[src/rtl/eth_reset_pkg.sv]
// Shared types and defaults for the 10G datapath reset sequencer.
package eth_reset_pkg;

  typedef enum logic [2:0] {
    S_HOLD        = 3'd0,
    S_WAIT_STABLE = 3'd1,
    S_GT_RESET    = 3'd2,
    S_GT_WAIT     = 3'd3,
    S_PCS_RUN     = 3'd4,
    S_READY       = 3'd5
  } state_t;

  localparam int LOCK_STABLE_CYCLES_DEF = 1024;
  localparam int GT_RESET_CYCLES_DEF    = 8;
  localparam int GT_TIMEOUT_CYCLES_DEF  = 65536;
  localparam int MAC_DELAY_CYCLES_DEF   = 16;
  localparam int SYNC_STAGES_DEF        = 2;

  // One shared counter serves every timed state, so it is sized for the longest interval.
  function automatic int cnt_width(input int a, input int b, input int c, input int d);
    int m;
    m = a;
    if (b > m) m = b;
    if (c > m) m = c;
    if (d > m) m = d;
    return $clog2(m) + 1;
  endfunction

endpackage

[src/rtl/eth_sync_bit.sv]
// Multi-flop synchronizer for a single asynchronous level; resets to 0.
module eth_sync_bit #(
  parameter int STAGES = 2
) (
  input  logic clk,
  input  logic reset_n,
  input  logic d,
  output logic q
);

  logic [STAGES-1:0] ff;

  // NOTE: non-blocking assignments make every stage sample the previous stage's old value,
  // which is what turns this into a shift chain rather than a single wire.
  always_ff @(posedge clk) begin
    if (!reset_n) ff <= '0;
    else          ff <= {ff[STAGES-2:0], d};
  end

  assign q = ff[STAGES-1];

endmodule

[src/rtl/eth_reset_sequencer.sv]
// GT -> PCS -> MAC reset sequencer for the 156.25 MHz 10G datapath.
// Optional RESET_SEQ_RELOCK_COUNT_EN adds a saturating count of exits from S_READY.
module eth_reset_sequencer
  import eth_reset_pkg::*;
#(
  parameter int LOCK_STABLE_CYCLES = LOCK_STABLE_CYCLES_DEF,
  parameter int GT_RESET_CYCLES    = GT_RESET_CYCLES_DEF,
  parameter int GT_TIMEOUT_CYCLES  = GT_TIMEOUT_CYCLES_DEF,
  parameter int MAC_DELAY_CYCLES   = MAC_DELAY_CYCLES_DEF,
  parameter int SYNC_STAGES        = SYNC_STAGES_DEF
) (
  input  logic        i_clk,
  input  logic        i_reset_n,
  input  logic        i_pll_locked,
  input  logic        i_gt_reset_done,
  input  logic        i_block_lock,
  output logic        o_gt_reset,
  output logic        o_pcs_reset_n,
  output logic        o_mac_reset_n,
  output logic        o_ready,
  output logic [2:0]  o_state
`ifdef RESET_SEQ_RELOCK_COUNT_EN
  ,
  output logic [15:0] o_relock_count
`endif
);

  localparam int CNT_W = cnt_width(LOCK_STABLE_CYCLES, GT_RESET_CYCLES,
                                   GT_TIMEOUT_CYCLES, MAC_DELAY_CYCLES);

  localparam logic [CNT_W-1:0] LOCK_LAST = CNT_W'(LOCK_STABLE_CYCLES - 1);
  localparam logic [CNT_W-1:0] GTR_LAST  = CNT_W'(GT_RESET_CYCLES - 1);
  localparam logic [CNT_W-1:0] GTO_LAST  = CNT_W'(GT_TIMEOUT_CYCLES - 1);
  localparam logic [CNT_W-1:0] MAC_LAST  = CNT_W'(MAC_DELAY_CYCLES - 1);
  localparam logic [CNT_W-1:0] CNT_ONE   = CNT_W'(1);

  logic pll_s, done_s, lock_s;

  eth_sync_bit #(.STAGES(SYNC_STAGES)) u_sync_pll (
    .clk(i_clk), .reset_n(i_reset_n), .d(i_pll_locked), .q(pll_s)
  );
  eth_sync_bit #(.STAGES(SYNC_STAGES)) u_sync_done (
    .clk(i_clk), .reset_n(i_reset_n), .d(i_gt_reset_done), .q(done_s)
  );
  eth_sync_bit #(.STAGES(SYNC_STAGES)) u_sync_lock (
    .clk(i_clk), .reset_n(i_reset_n), .d(i_block_lock), .q(lock_s)
  );

  state_t           state, state_nxt;
  logic [CNT_W-1:0] cnt, cnt_nxt;

  // NOTE: both outputs get a default before any branch, so no path leaves them unassigned
  // and no latch is inferred.
  always_comb begin
    state_nxt = state;
    cnt_nxt   = cnt;
    if (state != S_HOLD && !pll_s) begin
      state_nxt = S_HOLD;
      cnt_nxt   = '0;
    end else begin
      case (state)
        S_HOLD: begin
          if (pll_s) begin
            state_nxt = S_WAIT_STABLE;
            cnt_nxt   = '0;
          end
        end
        S_WAIT_STABLE: begin
          if (cnt == LOCK_LAST) begin
            state_nxt = S_GT_RESET;
            cnt_nxt   = '0;
          end else begin
            cnt_nxt = cnt + CNT_ONE;
          end
        end
        S_GT_RESET: begin
          if (cnt == GTR_LAST) begin
            state_nxt = S_GT_WAIT;
            cnt_nxt   = '0;
          end else begin
            cnt_nxt = cnt + CNT_ONE;
          end
        end
        S_GT_WAIT: begin
          if (done_s) begin
            state_nxt = S_PCS_RUN;
            cnt_nxt   = '0;
          end else if (cnt == GTO_LAST) begin
            state_nxt = S_GT_RESET;
            cnt_nxt   = '0;
          end else begin
            cnt_nxt = cnt + CNT_ONE;
          end
        end
        S_PCS_RUN: begin
          // Count holds at its last value while waiting for block lock.
          if (!done_s) begin
            state_nxt = S_GT_RESET;
            cnt_nxt   = '0;
          end else if (cnt == MAC_LAST) begin
            if (lock_s) begin
              state_nxt = S_READY;
              cnt_nxt   = '0;
            end
          end else begin
            cnt_nxt = cnt + CNT_ONE;
          end
        end
        S_READY: begin
          if (!done_s) begin
            state_nxt = S_GT_RESET;
            cnt_nxt   = '0;
          end else if (!lock_s) begin
            state_nxt = S_PCS_RUN;
            cnt_nxt   = '0;
          end
        end
        default: begin
          state_nxt = S_HOLD;
          cnt_nxt   = '0;
        end
      endcase
    end
  end

  // Outputs are decoded from the next state so they change on the same edge as the state.
  always_ff @(posedge i_clk) begin
    if (!i_reset_n) begin
      state         <= S_HOLD;
      cnt           <= '0;
      o_gt_reset    <= 1'b1;
      o_pcs_reset_n <= 1'b0;
      o_mac_reset_n <= 1'b0;
      o_ready       <= 1'b0;
    end else begin
      state         <= state_nxt;
      cnt           <= cnt_nxt;
      o_gt_reset    <= (state_nxt == S_HOLD) || (state_nxt == S_GT_RESET);
      o_pcs_reset_n <= (state_nxt == S_PCS_RUN) || (state_nxt == S_READY);
      o_mac_reset_n <= (state_nxt == S_READY);
      o_ready       <= (state_nxt == S_READY);
    end
  end

  assign o_state = state;

`ifdef RESET_SEQ_RELOCK_COUNT_EN
  always_ff @(posedge i_clk) begin
    if (!i_reset_n) begin
      o_relock_count <= '0;
    end else if (state == S_READY && state_nxt != S_READY && o_relock_count != 16'hFFFF) begin
      o_relock_count <= o_relock_count + 16'd1;
    end
  end
`endif

endmodule
[config.mk]
export PLATFORM = sky130hd
export DESIGN_NAME = eth_reset_sequencer
export DESIGN_NICKNAME = d
export VERILOG_FILES = /design/src/rtl/eth_reset_pkg.sv /design/src/rtl/eth_sync_bit.sv /design/src/rtl/eth_reset_sequencer.sv
export SDC_FILE = /design/constraint.sdc
export NUM_CORES = 1
export LEC_CHECK = 0
export BUFFER_PORTS_ARGS = -buffer_cell sky130_fd_sc_hd__buf_4
export CORE_ASPECT_RATIO = 0.5
export CORE_MARGIN = 8
export CORE_UTILIZATION = 30
export DETAILED_ROUTE_END_ITERATION = 6
export PLACE_DENSITY = 0.44
export SYNTH_ARGS = -nofsm -noshare
export SYNTH_HDL_FRONTEND = slang
export SYNTH_SLANG_ARGS = --single-unit
[constraint.sdc]
create_clock -name i_clk -period 4 [get_ports i_clk]
set_input_delay 0.8 -clock i_clk [delete_from_list [all_inputs] [get_ports i_clk]]
set_output_delay 0.8 -clock i_clk [all_outputs]
set_load 0.02 [all_outputs]
==> metrics <==
run status finished clean; TritonCTS clock tree built; post-route insts no fill 263; DR DRC count 0; share of layout cells above drive strength 1 15.5%; Setup WS pre-CTS 1.14 ns; clock latency on the worst-skew pair 0.28 ns; post-synth cell types 49; number of clock sinks 29; first-pass GRT wire length 5830 um; Worst Clk Skew 0.00549 ns; leading cell types in the layout, fill and taps excluded sky130_fd_sc_hd__dfxtp_1, sky130_fd_sc_hd__nor2_1, sky130_fd_sc_hd__nand3_1; predominant post-synthesis flop cell sky130_fd_sc_hd__dfxtp_1; Initial Utilization 31.1%; global routing usage summed across all routing layers 9.67%; total via count in the routed design 1305; via count of the first global-routing pass 1231; worst endpoint required time 4.22 ns; max-cap viol count 0; capture point of the worst path cnt[9]; Synth warnings 0; dpl cells 255; setup TNS after final layout 0 ns; Fill cells 522; Die X-Extent 117 um; number of I/O port buffers 11; Post-CTS Setup Bufs 0; proportion of synthesized flip-flops having asynchronous set or reset 0%; Min Clock Period, post-route 2.89 ns; power density cells 324 mW/mm^2; FP Rows 18; Worst R2R Path Depth 11; count of final setup violators 0; path type of the worst min-delay path flop to flop; CP Launch Type flop; final worst-path cycle share 72.2%; DRC marker count from the first detailed-route iteration 46; routed wire length 3460 um; CP arrival 3.11 ns; Achievable Freq 346 MHz; Post-synth EDFFs 0; average cell area after synthesis 8.58 sq um; CTS buffer count 5; Synth Net Count 187; Die Footprint 0.00780 sq mm; first element of the critical path cnt[0]; CTS H-tree depth 2; mapped cell area 0.00154 sq mm; cts repair resizes 0; CP Max Fanout 9; final global-route overflow total 0; 1st-pass router iterations 4; area of the core 0.00493 sq mm; initial antenna violation count 0; mean routed wirelength per cell 13.1 um; category of the most critical setup path flop to flop; final hold violations 0; residual antenna-violating net count after detailed routing 0; total area of sequential cells 581 sq um; final weighted congestion of routability-driven global placement 0.748; worst voltage drop across the vdd grid 0.182 mV; count of mapped cells out of synthesis 179; unrepaired setup endpoints after global routing false; worst slew pin tran 0.766 ns; layout overhead on the synthesized area 13.9%; Setup WS post-layout 1.11 ns; number of placed I/O pins 12; most common cell after layout, fill and taps aside sky130_fd_sc_hd__dfxtp_1; Via density 4.96; launch instance of the worst register-to-register path cnt[0]; net total in the final layout 200; Reg-to-Reg End cnt[9]; largest net degree at the start of global routing 15; Crit. End Element flop; portion of the post-synthesis area used by sequential elements 37.8%; clock transition at the registers of the reported paths 0.06 ns; FF-to-FF setup slack 1.11 ns; number of stages on the worst hold path 1; number of diodes added for antenna fixing 0; area of the multi-input gates 871 sq um; Bufs on Longest Clock Path 2; number of flip-flops and latches in the synthesized netlist 29; post-DP HPWL 2560 um; leakage power figure 0.610 nW; root buf cell sky130_fd_sc_hd__clkbuf_8; worst rel slew slack 48.6%; Final Max Slew Viols 0; die height 66.6 um; hold-fix buffers at CTS 0
[cells in the mapped netlist, types with 4 or more instances]
cell type                   n  area (sq um)
sky130_fd_sc_hd__a21oi_1    6          30.0
sky130_fd_sc_hd__and2_1     6          37.5
sky130_fd_sc_hd__dfxtp_1   29           581
sky130_fd_sc_hd__inv_1     10          37.5
sky130_fd_sc_hd__nand2_1   16          60.1
sky130_fd_sc_hd__nand3_1   17          85.1
sky130_fd_sc_hd__nor2_1    18          67.6
sky130_fd_sc_hd__nor3_1     7          35.0
sky130_fd_sc_hd__o21ai_0    4          20.0
sky130_fd_sc_hd__o311ai_0   4          35.0
[layout make-up]
cell class	instances	share of cell area, %
Timing Repair Buffer	12	5.15
Clock buffer	6	4.15
Clock inverter	2	0.572
Tap cell	70	5.01
Sequential cell	29	33.2
Multi-Input combinational cell	134	49.8
Inverter	10	2.15
[cell families after synthesis]
group | synth area share [%]
simple gates | 32.4
compound gates | 18.7
flops | 37.8
buf+inv | 5.46
mux | 1.96
fa+ha+maj | 2.45
xor+xnor | 1.14
[per-stage QoR]
stage	hold WS [ns]	power, mW	cell area (sq um)	util, %
after floorplan	0.412	0.332	1540	-
after global placement	0.415	0.342	1670	33.8
after detailed placement	0.420	0.342	1670	33.8
after CTS	0.435	0.575	1750	35.5
after global routing	0.454	0.592	1750	35.5
final	0.432	0.566	1750	35.5
[worst min-delay path by stage]
stage,start,to
3_5_place_dp,u_sync_done.ff[0],u_sync_done.ff[1]
2_1_floorplan,u_sync_done.ff[0],u_sync_done.ff[1]
5_1_grt,u_sync_done.ff[0],u_sync_done.ff[1]
4_1_cts,u_sync_done.ff[0],u_sync_done.ff[1]
3_3_place_gp,u_sync_done.ff[0],u_sync_done.ff[1]
6_report,u_sync_done.ff[0],u_sync_done.ff[1]
[layer usage]
metal | GRT usage, % | vias up | share of wire [%]
met2 | 14.4 | 17 | 39
met4 | 5.37 | 0 | 2.1
met3 | 2.89 | 7 | 2.8
li1 | - | 681 | -
met5 | 0 | - | 0
met1 | 12.3 | 600 | 56
[sequential cells by signal (all words and copies together), names as in the netlist]
signal          cells
o_pcs_reset_n       1
cnt                17
o_ready             1
u_sync_lock.ff      2
o_gt_reset          1
u_sync_done.ff      2
u_sync_pll.ff       2
o_state             3
[worst max-delay path, stage by stage (launching register included)]
cell and delay, ns:
sky130_fd_sc_hd__dfxtp_1 0.34, sky130_fd_sc_hd__ha_1 0.25, sky130_fd_sc_hd__and4_1 0.27, sky130_fd_sc_hd__nand4_1 0.17, sky130_fd_sc_hd__nor2_1 0.07, sky130_fd_sc_hd__nand3_1 0.12, sky130_fd_sc_hd__inv_1 0.05, sky130_fd_sc_hd__ha_1 0.18
sky130_fd_sc_hd__or3_1 0.43, sky130_fd_sc_hd__a41oi_4 0.39, sky130_fd_sc_hd__or3b_2 0.48, sky130_fd_sc_hd__nand3_1 0.08
[power breakdown]
part / switching (mW) / total [mW] / internal [mW]
combinational: 0.0214 / 0.0372 / 0.0158
sequential: 0.00421 / 0.298 / 0.293
clock: 0.111 / 0.231 / 0.120
total: 0.137 / 0.566 / 0.429
(Power assumes the default switching activity.)
